**config.mk**
```make
export PLATFORM = sky130hd
export DESIGN_NAME = othello_move_ctrl
export DESIGN_NICKNAME = d
export VERILOG_FILES = /design/src/rtl/othello_move_ctrl.sv
export SDC_FILE = /design/constraint.sdc
export NUM_CORES = 1
export LEC_CHECK = 0
export ABC_CLOCK_PERIOD_IN_PS = 3000
export CAP_MARGIN = 25
export CORE_ASPECT_RATIO = 1.1
export CORE_MARGIN = 4
export CORE_UTILIZATION = 45
export CTS_CLUSTER_DIAMETER = 40
export DETAILED_ROUTE_END_ITERATION = 12
export GPL_TIMING_DRIVEN = 0
export MAX_ROUTING_LAYER = met4
export PLACE_DENSITY_LB_ADDON = 0.1
export SLEW_MARGIN = 20
export SYNTH_ARGS = -nofsm -noshare
export SYNTH_HDL_FRONTEND = slang
export SYNTH_SLANG_ARGS = --single-unit
```
**constraint.sdc**
```tcl
create_clock -name clock -period 3 [get_ports clock]
set_input_delay 0.3 -clock clock [delete_from_list [all_inputs] [get_ports clock]]
set_output_delay 0.3 -clock clock [all_outputs]
set_load 0.05 [all_outputs]
```
**src/rtl/othello_move_ctrl.sv**
```systemverilog
// -----------------------------------------------------------------------------
// othello_move_ctrl
// Turn controller for the Othello board store. Holds the cursor and the side
// to move, turns a placement key into a detect pass followed by a conditional
// write pass, and hands the turn over when a move or pass completes.
//
// Ports
//   clock        system clock
//   resetn       synchronous reset, active high
//   key_up/down/left/right  single-cycle cursor move pulses
//   key_place    play at the cursor
//   key_pass     pass the turn
//   q[1:0]       board cell at (x,y); q[1] set = occupied
//   dir[7:0]     legal capture-direction mask from the board
//   x, y         cursor column/row (board address)
//   side         side to move
//   detecten     detect request level
//   writeen      write request level
//   busy         high outside IDLE
//   invalid      one-cycle pulse on a rejected placement
//   turn_done    one-cycle pulse when a move or pass completes
//   pass_count   consecutive passes, saturating at 2 (2 = game over)
//
// state  | meaning
// IDLE   | cursor movable, waiting for place/pass
// CHECK  | occupancy known; reject or start detect
// DETECT | detecten high DET_CYCLES cycles, then SETTLE quiet cycles
// EVAL   | act on the sampled dir mask
// WRITE  | writeen high WR_CYCLES cycles
// DONE   | hand over the turn, update pass_count
// -----------------------------------------------------------------------------
module othello_move_ctrl #(
  parameter int DET_CYCLES = 8,
  parameter int WR_CYCLES  = 8,
  parameter int SETTLE     = 2
) (
  input  logic       clock,
  input  logic       resetn,
  input  logic       key_up,
  input  logic       key_down,
  input  logic       key_left,
  input  logic       key_right,
  input  logic       key_place,
  input  logic       key_pass,
  input  logic [1:0] q,
  input  logic [7:0] dir,
  output logic [2:0] x,
  output logic [2:0] y,
  output logic       side,
  output logic       detecten,
  output logic       writeen,
  output logic       busy,
  output logic       invalid,
  output logic       turn_done,
  output logic [1:0] pass_count
);

  localparam logic [2:0] IDLE   = 3'd0;
  localparam logic [2:0] CHECK  = 3'd1;
  localparam logic [2:0] DETECT = 3'd2;
  localparam logic [2:0] EVAL   = 3'd3;
  localparam logic [2:0] WRITE  = 3'd4;
  localparam logic [2:0] DONE   = 3'd5;

  localparam int CW = 8;

  logic [2:0]    state_q, state_d;
  logic [CW-1:0] cnt_q, cnt_d;
  logic [2:0]    x_q, x_d, y_q, y_d;
  logic          side_q, side_d;
  logic [1:0]    pass_count_q, pass_count_d;
  logic          occ_q, occ_d;
  logic          dir_nz_q, dir_nz_d;
  logic          pass_flag_q, pass_flag_d;
  logic          detecten_q, detecten_d;
  logic          writeen_q, writeen_d;
  logic          busy_q, busy_d;
  logic          invalid_q, invalid_d;
  logic          turn_done_q, turn_done_d;
  logic          keys_en;

  // Only q[1] carries occupancy; q[0] distinguishes nothing we need.
  logic unused_q0;
  assign unused_q0 = q[0];

  assign keys_en = (pass_count_q != 2'd2);

  always_comb begin
    state_d      = state_q;
    cnt_d        = cnt_q;
    x_d          = x_q;
    y_d          = y_q;
    side_d       = side_q;
    pass_count_d = pass_count_q;
    occ_d        = occ_q;
    dir_nz_d     = dir_nz_q;
    pass_flag_d  = pass_flag_q;
    invalid_d    = 1'b0;

    case (state_q)
      IDLE: begin
        if (keys_en) begin
          if (key_place) begin
            // Occupancy is sampled here so the reject pulse lands in the
            // CHECK cycle itself.
            state_d   = CHECK;
            occ_d     = q[1];
            invalid_d = q[1];
          end else if (key_pass) begin
            state_d     = DONE;
            pass_flag_d = 1'b1;
          end else begin
            // Moves are suppressed in the accept cycle so the address that
            // was checked is the one detected and written.
            x_d = x_q + {2'b00, key_right} - {2'b00, key_left};
            y_d = y_q + {2'b00, key_down}  - {2'b00, key_up};
          end
        end
      end
      CHECK: begin
        if (occ_q) begin
          state_d = IDLE;
        end else begin
          state_d = DETECT;
          cnt_d   = CW'(DET_CYCLES + SETTLE - 1);
        end
      end
      DETECT: begin
        if (cnt_q == '0) begin
          // Last settle cycle: dir is stable, latch it once.
          state_d   = EVAL;
          dir_nz_d  = |dir;
          invalid_d = ~|dir;
        end else begin
          cnt_d = cnt_q - 1'b1;
        end
      end
      EVAL: begin
        if (dir_nz_q) begin
          state_d = WRITE;
          cnt_d   = CW'(WR_CYCLES - 1);
        end else begin
          state_d = IDLE;
        end
      end
      WRITE: begin
        if (cnt_q == '0) state_d = DONE;
        else             cnt_d   = cnt_q - 1'b1;
      end
      DONE: begin
        state_d     = IDLE;
        side_d      = ~side_q;
        pass_flag_d = 1'b0;
        if (pass_flag_q)
          pass_count_d = (pass_count_q == 2'd2) ? 2'd2 : pass_count_q + 2'd1;
        else
          pass_count_d = 2'd0;
      end
      default: state_d = IDLE;
    endcase
  end

  // Outputs are decoded from the next state so they line up with the state
  // they belong to while still coming straight from flops.
  always_comb begin
    detecten_d  = (state_d == DETECT) && (cnt_d >= CW'(SETTLE));
    writeen_d   = (state_d == WRITE);
    busy_d      = (state_d != IDLE);
    turn_done_d = (state_d == DONE);
  end

  always_ff @(posedge clock) begin
    if (resetn) begin
      state_q      <= IDLE;
      cnt_q        <= '0;
      x_q          <= 3'd3;
      y_q          <= 3'd3;
      side_q       <= 1'b0;
      pass_count_q <= 2'd0;
      occ_q        <= 1'b0;
      dir_nz_q     <= 1'b0;
      pass_flag_q  <= 1'b0;
      detecten_q   <= 1'b0;
      writeen_q    <= 1'b0;
      busy_q       <= 1'b0;
      invalid_q    <= 1'b0;
      turn_done_q  <= 1'b0;
    end else begin
      state_q      <= state_d;
      cnt_q        <= cnt_d;
      x_q          <= x_d;
      y_q          <= y_d;
      side_q       <= side_d;
      pass_count_q <= pass_count_d;
      occ_q        <= occ_d;
      dir_nz_q     <= dir_nz_d;
      pass_flag_q  <= pass_flag_d;
      detecten_q   <= detecten_d;
      writeen_q    <= writeen_d;
      busy_q       <= busy_d;
      invalid_q    <= invalid_d;
      turn_done_q  <= turn_done_d;
    end
  end

  assign x          = x_q;
  assign y          = y_q;
  assign side       = side_q;
  assign pass_count = pass_count_q;
  assign detecten   = detecten_q;
  assign writeen    = writeen_q;
  assign busy       = busy_q;
  assign invalid    = invalid_q;
  assign turn_done  = turn_done_q;

endmodule
```
# [After elaboration in Yosys (flattened, before gate mapping)]
# Cells that the tools add are included.
# Widths: inputs -> output; s select.
[op_classes] add_sub_neg=6 n_bitwise=3 n_reduce_logical=12 n_eq_ne=13 order_cmp=1 mux=22
[op_table] cell="$mux 8" n=3
[op_table] cell="$pmux 8 s3" n=1
[op_table] cell="$mux 3" n=6
[op_table] cell="$pmux 3 s5" n=1
[op_table] cell="$eq 3x3->1 const B" n=4
[op_table] cell="$eq 3x2->1 const B" n=3
[op_table] cell="$ge 8x2->1 const B" n=1
[op_table] cell="$logic_not 8->1" n=1
[op_table] cell="$ne 2x2->1 const B" n=4
[op_table] cell="$reduce_and 4->1" n=2
[op_table] cell="$reduce_or 8->1" n=1
[op_table] cell="$sub 8x1->8 const B" n=1
[op_table] cell="$add 3x1->3" n=2
[op_table] cell="$mux 1" n=6
[op_table] cell="$mux 2" n=3
[op_table] cell="$sub 3x1->3" n=2
[op_table] cell="$pmux 1 s2" n=2
[op_table] cell="$eq 3x1->1 const B" n=1
[op_table] cell="$logic_not 3->1" n=1
[op_table] cell="$not 1->1" n=3
[op_table] cell="$reduce_and 3->1" n=1
[op_table] cell="$reduce_bool 3->1" n=1
[op_table] cell="$add 2x1->2 const B" n=1
[op_table] cell="$eq 2x2->1 const B" n=1
[op_table] cell="other kinds (5)" n=5
[word_totals] ff_bits=28 wordCells=71

# [Longest topological paths before layout]
# Gate-level depths: netlist of run 1.
[logic_depth] depth_word=6 mapped_depth=9

# [Worst setup path after synthesis of run 1]
# OpenSTA, ideal clock, no wires.
[synth_path] path_type="flip-flop to flip-flop" start="reg x_q[0], in the netlist x[0]" end="reg x_q[2], in the netlist x[2]" setup_time_ns=0.070 path_slack_ns=0.802 required_time_ns=2.930 period_less_slack_ns=2.198 path_stages_with_launch=10 t_arrival_ns=2.127 path_cell_list="dfxtp_1 inv_1 ha_1 inv_1 ha_1 inv_1 fa_1 xnor2_1 or3_1 a21oi_1"
[synth_via] elab_chain_len=2
[synth_lines] item="from (decl)" line_no="69" rtl="logic [2:0] x_q, x_d, y_q, y_d;"
[synth_lines] item="from (signal assigned)" line_no="176" rtl="x_q <= 3'd3;"
[synth_lines] item="from (signal assigned)" line_no="191" rtl="x_q <= x_d;"
[synth_lines] item="$add 3x1->3" line_no="115" rtl="x_d = x_q + {2'b00, key_right} - {2'b00, key_left};"
[synth_lines] item="$sub 3x1->3" line_no="115"
# No other way between the ends.
# A chain may end at the register's enable or synchronous reset.

# [Worst setup path in the final report of run 1]
[layout_path] start="reg cnt_q[3]" end="reg detecten_q, in the netlist detecten"
[layout_via] elab_chain_len=5 word_cells_on_any_way=12
[layout_lines] item="from (decl)" line_no="68" rtl="logic [CW-1:0] cnt_q, cnt_d;"
[layout_lines] item="from (signal assigned)" line_no="190" rtl="cnt_q <= cnt_d;"
[layout_lines] item="$sub 8x1->8 / $logic_not 8->1 (equally long branches)"
[layout_lines] item="$mux 8 (tied with other cells)" line_no="129, 147"
[layout_lines] item="$pmux 8 s3 / $pmux 3 s5 (equally long branches)" line_no="100" rtl="case (state_q)"
[layout_lines] item="$ge 8x2->1 / $eq 3x2->1 (equally long branches)" line_no="166" rtl="detecten_d = (state_d == DETECT) && (cnt_d >= CW'(SETTLE));"
[layout_lines] item="$logic_and 1x1->1 *" line_no="166"
[layout_lines] item="to (signal assigned)" line_no="198" rtl="detecten_q <= detecten_d;"
[layout_lines] item="to (decl)" line_no="75" rtl="logic detecten_q, detecten_d;"
# Mark *: on every way between the ends. The rest lies on a longest branch, timed or not.

==> results of run 1 <==
-- sequential cells by signal (all words and copies together) (netlist names) --
name	flops
busy	1
cnt_q	8
detecten	1
dir_nz_q	1
invalid	1
occ_q	1
pass_count	2
pass_flag_q	1
side	1
state_q	3
turn_done	1
writeen	1
x	3
y	3
-- layer usage --
layer | track usage (%) | part of all wire, % | vias to the layer above
met5 | - | 0 | -
met4 | 3.521 | 0.50 | 0
met3 | 1.945 | 3.1 | 2
met2 | 30.31 | 50 | 32
met1 | 21.44 | 46 | 676
li1 | - | - | 736
-- logic make-up after synthesis --
kind of cell	Yosys count	synth area share [%]
AOI/OAI and AO/OA	41	16.60
xor gates and xnor gates	6	3.368
adders and majority gates	10	8.982
buffers and inverters	23	5.693
DFF	28	35.93
muxes	1	0.6416
and+or+nand+nor	83	28.79
-- power groups by stage --
stage	clock, mW	sequential (mW)	combinational, mW
global placement	0	0.547	0.985
global route	0.271	0.555	1.14
finish	0.246	0.543	1.03
detailed placement	0	0.550	1.01
CTS	0.258	0.542	1.02
floorplan	0	0.637	0.677
-- metrics by stage --
| step | util, % | instance area, um^2 |
|---|---|---|
| after global routing | 58.94 | 1963 |
| after floorplan | - | 1560 |
| after CTS | 58.94 | 1963 |
| after global placement | 57.36 | 1911 |
| after detailed placement | 57.36 | 1911 |
| final | 58.94 | 1963 |
-- final cells by class --
type                            count  area, um^2  share of cell area, %
Inverter                           15       56.30                  2.868
Tap cell                           48       60.06                  3.059
Sequential cell                    28       560.5                  28.55
Timing Repair Buffer               29       290.3                  14.79
Multi-Input combinational cell    141       910.9                  46.40
Clock buffer                        3       22.52                  1.147
Buffer                              8       32.53                  1.657
Clock inverter                      1       30.03                  1.530
-- placed cells by master, fill, tap and decap left out, types with 7 or more instances in the layout --
master / n
nand3_1: 7
nand2_1: 19
nor2_1: 20
dfxtp_1: 28
clkdlybuf4s50_1: 29
o21ai_0: 8
inv_1: 15
ha_1: 8
a21oi_1: 12
-- worst min-delay path by stage --
stage                                  to  slack, ps  depth (start not counted)                       start
5_1_grt             dir_nz_q$_SDFFE_PP0P_        400                          2                      resetn
3_5_place_dp   pass_count[0]$_SDFFE_PP0P_        460                          2  pass_count[0]$_SDFFE_PP0P_
4_1_cts             dir_nz_q$_SDFFE_PP0P_        380                          2                      resetn
6_report            dir_nz_q$_SDFFE_PP0P_        390                          2                      resetn
3_3_place_gp   pass_count[0]$_SDFFE_PP0P_        460                          2  pass_count[0]$_SDFFE_PP0P_
2_1_floorplan  pass_count[0]$_SDFFE_PP0P_        460                          2    pass_flag_q$_SDFFE_PP0P_
-- worst reg2reg max path, delay by kind of cell (launching register included) --
kind / cells / cell delay, ps
simple gates: 3 / 1220
compound gates: 3 / 590
flops: 1 / 410
==> impl_metrics.env, run 1 <==
export IMPL_detail_route_vias_per_cell=5.297
export IMPL_path_cells="or4_4 > nor3_4 > nand2b_1 > o21ai_0 > a211oi_1 > a311oi_1"
export IMPL_critPathCaptureType="flip-flop"
export IMPL_route_antenna_remaining_nets=0
export IMPL_crit_path_start="cnt_q[3]$_SDFF_PP0_"
export IMPL_nets=254
export IMPL_grt_ovfl_total=0
export IMPL_p_sw_share_pct=44.84
export IMPL_leakagePower_nw=0.7837
export IMPL_critical_path_required_ps=3210
export IMPL_rsz0062_at_grt="no"
export IMPL_syn_inst=192
export IMPL_grt_first_pass_wirelength_um=6203
export IMPL_timing_hold_ws_ps=390.1
export IMPL_numCtsBuffers=3
export IMPL_post_cts_resized=0
export IMPL_netlist_area_um2=1560
export IMPL_status="finished, final reports clean"
export IMPL_ctsHoldBuffers=0
export IMPL_internal_power_mw=1.003
export IMPL_yosys_warnings=0
export IMPL_drt_pass1_iterations=4
export IMPL_syn2layout_area_growth_pct=25.82
export IMPL_portBuffers=29
export IMPL_async_flop_share_pct=0
export IMPL_critical_path_top_delay_family="simple AND/OR/NAND/NOR gates"
export IMPL_drv_slew=0
export IMPL_drt_iter0_markers=64
export IMPL_avgRoutedWirePerCell_um=13.25
export IMPL_synth_most_common_cell="dfxtp_1"
export IMPL_drv_cap=0
export IMPL_synth_fp_nets=220
export IMPL_place_inst=269
export IMPL_cts_setup_buffers=0
export IMPL_initial_core_util_pct=46.84
export IMPL_drc=0
export IMPL_rrSetupSlack_ps=690
export IMPL_crit_arrival_ps=2520
export IMPL_clockBufferDepth=2
export IMPL_htreeDepth=1
export IMPL_layout_drive_gt1_share_pct=4.889
export IMPL_ir_worst_vdd_mv=0.3555
export IMPL_crit_end="detecten$_SDFF_PP0_"
export IMPL_worst_pin_slew_ps=652.1
export IMPL_fin_crit_ps=2312
export IMPL_ys_seq_elements=28
export IMPL_antenna_cells=0
export IMPL_synth_largest_area_cell="dfxtp_1"
export IMPL_drt_total_wl_um=3616
export IMPL_r2r_start="cnt_q[3]$_SDFF_PP0_"
export IMPL_final_cells=273
export IMPL_critPathMaxFanout=8
export IMPL_syn_area_per_cell_um2=8.126
export IMPL_crit_buf_inv=0
export IMPL_cts_tree="yes"
export IMPL_fin_setup_tns_ps=0
export IMPL_cts_sinks=28
export IMPL_clk_pin_slew_ps=150
export IMPL_fp_row_count=22
export IMPL_fmax_mhz=432.6
export IMPL_grt_max_degree=17
export IMPL_reg2reg_depth=6
export IMPL_worstSetupPathType="reg -> reg"
export IMPL_clockPowerShare_pct=13.5
export IMPL_min_path_type="in -> reg"
export IMPL_cp_slowest_cell="or4_4"
export IMPL_setup_viol=0
export IMPL_antenna_found_initial=0
export IMPL_powerDensity_nw_per_um2=925.9
export IMPL_synthTopCellsByCount="dfxtp_1, nor2_1, nand2_1"
export IMPL_grt_total_usage_pct=17.35
export IMPL_fill_cells=311
export IMPL_synth_top_area_share_pct=35.93
export IMPL_power_switching_mw=0.8149
export IMPL_pin_count=32
export IMPL_die_area_um2=4474
export IMPL_pwr_share_comb_pct=56.6
export IMPL_min_period_over_period_pct=77.06
export IMPL_setup_ws_ps=688.3
export IMPL_num_vias=1446
export IMPL_fp_dieW_um=64.14
export IMPL_die_h_um=69.76
export IMPL_hold_violations=0
export IMPL_power_frac_seq_pct=29.9
export IMPL_max_slew_margin_pct=55.98
export IMPL_hpwl_um=2786
export IMPL_yosysSeqAreaShare_pct=35.93
export IMPL_cp_depth=6
export IMPL_rr_endpoint="detecten$_SDFF_PP0_"
export IMPL_ys_types=44
export IMPL_cp_slowest_stage_delay_ps=580
export IMPL_clock_skew_ps=2.450
export IMPL_clkLatencyLatePin_ps=320
export IMPL_worst_setup_path_start_kind="flip-flop"
export IMPL_totalPowerFinal_mw=1.818
export IMPL_synth_ff_type="dfxtp_1"
export IMPL_grt_pass1_vias=1429
export IMPL_pre_cts_ws_ps=650.1
export IMPL_clockRootBuffer="clkbuf_4"
export IMPL_synth_edf_count=0
export IMPL_synth_area_top_cells="dfxtp_1, ha_1, nor2_1"
export IMPL_gp_congestion=0.8247
export IMPL_design_core_area_um2=3331
Power figures use the tool's default switching activity.
==> run 2, diff against run 1 <==
- ABC_CLOCK_PERIOD_IN_PS: 3000 -> 1930
- clock period: 3 -> 1.93 ns (I/O delays scaled with it)
==> run 2 against run 1 <==
  * The flow now finishes with violations (negative setup slack)
  * Critical path depth grew 1
  * Sequential power rose by 58%
  * Critical path type unchanged
  * Largest cell class unchanged
  * Total power rose by 80%
  * First-iteration DRC count grew 1.6%
  * Setup slack worse by 800 ps
==> impl_metrics.env, run 2 (synthesis results as in run 1) <==
export IMPL_timing_hold_ws_ps=276.6
export IMPL_htreeDepth=1
export IMPL_powerDensity_nw_per_um2=1539
export IMPL_clk_pin_slew_ps=150
export IMPL_cts_tree="yes"
export IMPL_largest_reg_flops=8
export IMPL_ir_worst_vdd_mv=0.8545
export IMPL_die_h_um=69.76
export IMPL_layout_drive_gt1_share_pct=18.14
export IMPL_die_area_um2=4474
export IMPL_worst_pin_slew_ps=655.6
export IMPL_drt_pass1_iterations=4
export IMPL_clkLatencyLatePin_ps=330
export IMPL_drt_iter0_markers=65
export IMPL_reg2reg_depth=7
export IMPL_mostFrequentLayoutCells="clkdlybuf4s50_1, dfxtp_1, nor2_1"
export IMPL_r2r_start="cnt_q[4]$_SDFF_PP0_"
export IMPL_crit_arrival_ps=2280
export IMPL_grt_pass1_vias=1473
export IMPL_fp_dieW_um=64.14
export IMPL_max_slew_margin_pct=55.95
export IMPL_hp_start="resetn"
export IMPL_initial_core_util_pct=46.84
export IMPL_whs_path_depth=2
export IMPL_setup_ws_ps=-112.9
export IMPL_antenna_cells=0
export IMPL_syn2layout_area_growth_pct=36.65
export IMPL_rrSetupSlack_ps=-110
export IMPL_top_register="cnt_q"
export IMPL_leakagePower_nw=0.8698
export IMPL_rr_endpoint="detecten$_SDFF_PP0_"
export IMPL_hold_violations=0
export IMPL_grt_first_pass_wirelength_um=6575
export IMPL_fmax_mhz=489.5
export IMPL_final_common_cell="clkdlybuf4s50_1"
export IMPL_clock_skew_ps=2.816
export IMPL_setup_viol=1
export IMPL_worstSetupPathType="reg -> reg"
export IMPL_fp_row_count=22
export IMPL_violations="negative setup slack"
export IMPL_portBuffers=29
export IMPL_grt_total_usage_pct=18.83
export IMPL_rsz0062_at_grt="yes"
export IMPL_clockBufferDepth=2
export IMPL_gp_congestion=0.8752
export IMPL_worst_setup_path_start_kind="flip-flop"
export IMPL_clockRootBuffer="clkbuf_4"
export IMPL_critPathCaptureType="flip-flop"
export IMPL_nets=266
export IMPL_critical_path_required_ps=2170
export IMPL_num_vias=1529
export IMPL_pin_count=32
export IMPL_design_core_area_um2=3331
export IMPL_ctsHoldBuffers=0
export IMPL_drc=0
export IMPL_status="finished with violations"
export IMPL_grt_max_degree=16
export IMPL_detail_route_vias_per_cell=5.365
export IMPL_avgRoutedWirePerCell_um=14.13
export IMPL_cts_sinks=28
export IMPL_drv_slew=0
export IMPL_numCtsBuffers=3
export IMPL_antenna_found_initial=0
export IMPL_min_path_type="in -> reg"
export IMPL_totalPowerFinal_mw=3.281
export IMPL_min_to="state_q[0]$_SDFF_PP0_"
export IMPL_critPathMaxFanout=5
export IMPL_drt_total_wl_um=4027
export IMPL_fin_crit_ps=2043
export IMPL_fin_setup_tns_ps=-112.9
export IMPL_min_period_over_period_pct=105.9
export IMPL_hpwl_um=2952
export IMPL_route_antenna_remaining_nets=0
export IMPL_drv_cap=0
export IMPL_grt_ovfl_total=0
==> run 2: cell types whose count changed in the layout (fill, tap and decap cells not counted), sizes merged <==
cell	previous run	this run
bufinv	1	0
clkbuf	9	10
buf	2	14
==> run 2: per-layer routing <==
| metal | share of wire [%] | track usage (%) | routed length, um | vias to the layer above |
|---|---|---|---|---|
| met5 | 0 | - | 0 | - |
| met4 | 2.1 | 8.216 | 84 | 0 |
| met3 | 5.9 | 2.917 | 239 | 8 |
| met2 | 50 | 31.80 | 2008 | 56 |
| met1 | 42 | 21.86 | 1695 | 704 |
| li1 | - | - | - | 761 |
==> run 2: worst max path at each step <==
stage | start | endpoint | slack (ps) | cells after the start
3_5_place_dp | key_down | y[2]$_SDFFE_PP0P_ | -300 | 10
2_1_floorplan | x[0]$_SDFFE_PP1P_ | x[2]$_SDFFE_PP0P_ | -20 | 9
6_report | cnt_q[4]$_SDFF_PP0_ | detecten$_SDFF_PP0_ | -110 | 7
3_3_place_gp | cnt_q[3]$_SDFF_PP0_ | detecten$_SDFF_PP0_ | -270 | 6
5_1_grt | cnt_q[4]$_SDFF_PP0_ | detecten$_SDFF_PP0_ | -180 | 7
4_1_cts | cnt_q[3]$_SDFF_PP0_ | detecten$_SDFF_PP0_ | -150 | 6
==> run 2: area by class of cell <==
| class | instances | area, um^2 |
|---|---|---|
| clock buffer | 4 | 36.28 |
| multi-input combinational | 141 | 977.2 |
| sequential | 28 | 578.1 |
| tap | 48 | 60.06 |
| fill | 308 | 1199 |
| buffer | 7 | 32.53 |
| timing repair buffer | 42 | 391.6 |
| inverter | 15 | 56.30 |
==> run 2: repair_timing <==
item                       4_1_cts  5_1_grt
setup buffers                    7        9
gates resized for setup         12       13
setup endpoints to repair        7        6
pin swaps                        7        8
==> run 2: critical path: stages (launching register included) <==
cell,delay [ps]
dfxtp_4,390
or4_4,530
nor3_4,210
buf_6,140
nand2_2,80
a21oi_2,200
a211oi_1,80
a311oi_1,320
==> run 2: report_power, final <==
group          internal, mW  switching (mW)  leakage (nW)
sequential            0.729           0.130         0.232
clock                 0.116           0.173        0.0210
combinational          1.01            1.12         0.617
==> run 2: metrics by stage <==
stage               instance area (um^2)  utilization, %  cells  setup slack (ps)
floorplan                           1567               -    192            -23.66
global placement                    1917           57.55    269            -270.5
detailed placement                  1917           57.55    269            -303.0
CTS                                 2048           61.50    279            -149.3
global route                        2132           64.01    285            -175.5
finish                              2132           64.01    285            -112.9
==> run 3, diff against run 2 <==
- ABC_AREA: unset -> 1
- CORE_MARGIN: 4 -> unset
==> run 3 against run 2 <==
  * The run ends with design-rule violations left
  * Sequential cell count unchanged
  * Design area decreased by 10%
  * Die area decreased by 18%
  * Via count decreased by 4.6%
  * Clock skew increased by 4.0 ps
  * Worst hold slack got worse by 170 ps
  * Highest routed layer unchanged
==> impl_metrics.env, run 3 <==
export IMPL_syn_inst=221
export IMPL_fin_crit_ps=1797
export IMPL_clockRootBuffer="clkbuf_4"
export IMPL_hpwl_um=2489
export IMPL_nets=283
export IMPL_htreeDepth=1
export IMPL_drv_slew=0
export IMPL_synth_ff_type="dfxtp_1"
export IMPL_grt_max_degree=16
export IMPL_ys_types=28
export IMPL_synthSimpleGateAreaFrac_pct=33.06
export IMPL_drv_cap=0
export IMPL_numCtsBuffers=3
export IMPL_grt_first_pass_wirelength_um=5423
export IMPL_synthAdderAreaFrac_pct=9.098
export IMPL_synth_area_top_cells="dfxtp_1, nand2_1, inv_1"
export IMPL_netlist_area_um2=1540
export IMPL_ys_seq_elements=28
export IMPL_clk_pin_slew_ps=150
export IMPL_powerDensity_nw_per_um2=1371
export IMPL_die_h_um=63.36
export IMPL_clock_skew_ps=6.816
export IMPL_design_core_area_um2=3153
export IMPL_synth_top_family_by_area="simple AND/OR/NAND/NOR gates"
export IMPL_path_cells="clkdlybuf4s50_1"
export IMPL_drc=3
export IMPL_yosys_warnings=0
export IMPL_synth_largest_area_cell="dfxtp_1"
export IMPL_detail_route_vias_per_cell=5.063
export IMPL_worst_setup_path_start_kind="flip-flop"
export IMPL_synth_edf_count=0
export IMPL_leakagePower_nw=0.8707
export IMPL_syn2layout_area_growth_pct=24.21
export IMPL_crit_arrival_ps=1600
export IMPL_die_area_um2=3661
export IMPL_critical_path_top_delay_family="buffers and inverters"
export IMPL_critPathCaptureType="primary output"
export IMPL_num_vias=1458
export IMPL_crit_buf_inv=1
export IMPL_hold_violations=0
export IMPL_place_inst=284
export IMPL_top_register="cnt_q"
export IMPL_synthXorXnorAreaFrac_pct=1.706
export IMPL_mostFrequentLayoutCells="nand2_1, inv_1, clkdlybuf4s50_1"
export IMPL_synth_mux_area_share_pct=0
export IMPL_totalPowerFinal_mw=2.622
export IMPL_synthTopCellsByCount="nand2_1, inv_1, dfxtp_1"
export IMPL_fp_dieW_um=57.78
export IMPL_synth_most_common_cell="nand2_1"
export IMPL_layout_drive_gt1_share_pct=8.268
export IMPL_async_flop_share_pct=0
export IMPL_syn_area_per_cell_um2=6.969
export IMPL_violations="design-rule violations"
export IMPL_status="finished with violations"
export IMPL_route_antenna_remaining_nets=0
export IMPL_cp_slowest_cell="clkdlybuf4s50_1"
export IMPL_clockBufferDepth=2
export IMPL_fill_cells=295
export IMPL_cts_sinks=28
export IMPL_min_period_over_period_pct=93.12
export IMPL_yosysSeqAreaShare_pct=36.39
export IMPL_drt_total_wl_um=3176
export IMPL_pin_count=32
export IMPL_synth_top_area_share_pct=36.39
export IMPL_max_slew_margin_pct=66.23
export IMPL_pre_cts_ws_ps=-98.47
export IMPL_clkLatencyLatePin_ps=330
export IMPL_stdcell_area_um2=1913
export IMPL_timing_hold_ws_ps=109.7
export IMPL_fin_setup_tns_ps=0
export IMPL_setup_ws_ps=132.8
export IMPL_fp_row_count=21
export IMPL_final_common_cell="nand2_1"
export IMPL_grt_total_usage_pct=19.46
export IMPL_gp_congestion=0.9011
export IMPL_largest_reg_flops=8
export IMPL_cts_tree="yes"
export IMPL_portBuffers=29
export IMPL_fmax_mhz=556.4
export IMPL_grt_ovfl_total=0
export IMPL_synth_fp_nets=249
export IMPL_grt_pass1_vias=1259
export IMPL_drt_iter0_markers=66
export IMPL_avgRoutedWirePerCell_um=11.03
export IMPL_initial_core_util_pct=48.85
export IMPL_fin_util_pct=60.67
export IMPL_cp_slowest_stage_delay_ps=830
export IMPL_drt_pass1_iterations=9
export IMPL_setup_viol=0
export IMPL_synth_compound_area_share_pct=10.64
export IMPL_critical_path_required_ps=1740
export IMPL_rsz0062_at_grt="no"
export IMPL_placed_cell_area_um2=1874
export IMPL_critPathMaxFanout=4
export IMPL_min_path_type="in -> reg"
export IMPL_worst_pin_slew_ps=506.6
export IMPL_worstSetupPathType="reg -> out"
export IMPL_antenna_found_initial=0
export IMPL_final_cells=288
export IMPL_ir_worst_vdd_mv=0.7066
export IMPL_antenna_cells=0
==> run 3: changes by cell type after synthesis, sizes merged, moves of 4 or more <==
cell | before | now
nand3 | 7 | 24
nor2 | 20 | 32
xnor2 | 4 | 0
nand4 | 0 | 5
clkbuf | 6 | 1
nand2 | 19 | 46
inv | 15 | 34
nor3 | 7 | 2
o21ai | 8 | 12
nor3b | 6 | 0
==> run 3: layout make-up <==
class	instances	area (um^2)	area share [%]
Sequential cell	28	561.8	29.37
Inverter	35	131.4	6.867
Tap cell	34	42.54	2.224
Buffer	2	8.758	0.4578
Timing Repair Buffer	29	290.3	15.17
Multi-Input combinational cell	156	842.1	44.02
Clock buffer	4	36.28	1.897
==> run 3: final timing paths <==
path | from | end | slack (ps) | depth (start not counted)
worst max-delay path | x[1]$_SDFFE_PP1P_ | x[1] | 130 | 1
worst min-delay path | resetn | state_q[0]$_SDFF_PP0_ | 110 | 2
worst max register to register | x[0]$_SDFFE_PP1P_ | x[2]$_SDFFE_PP0P_ | 220 | 10
worst min register to register | side$_SDFFE_PP0P_ | side$_SDFFE_PP0P_ | 470 | 2
==> run 3: logic make-up after synthesis <==
family,Yosys count
buffers and inverters,37
flip-flops,28
XOR/XNOR,3
adder cells (fa/ha/maj),10
AO/OA/AOI/OAI,30
AND/OR/NAND/NOR,113
==> run 3: what timing repair did <==
item | in CTS | in global routing
setup buffers | 0 | 0
gates resized for setup | 0 | 1
hold buffers | 0 | 0
endpoints found under the setup margin | 0 | 1
==> run 3: per-layer routing <==
metal | share of wire (%) | global-route usage [%] | vias up
li1 | - | - | 779
met1 | 50 | 26.38 | 627
met2 | 42 | 29.65 | 47
met3 | 6.6 | 2.464 | 5
met4 | 1.8 | 7.143 | 0
met5 | 0 | - | -
==> run 3: report_power, final <==
group          switching [mW]  internal [mW]  leakage [nW]
registers               0.113          0.712         0.228
clock network           0.170          0.116        0.0210
logic                   0.995          0.516         0.621
total                    1.28           1.34         0.871
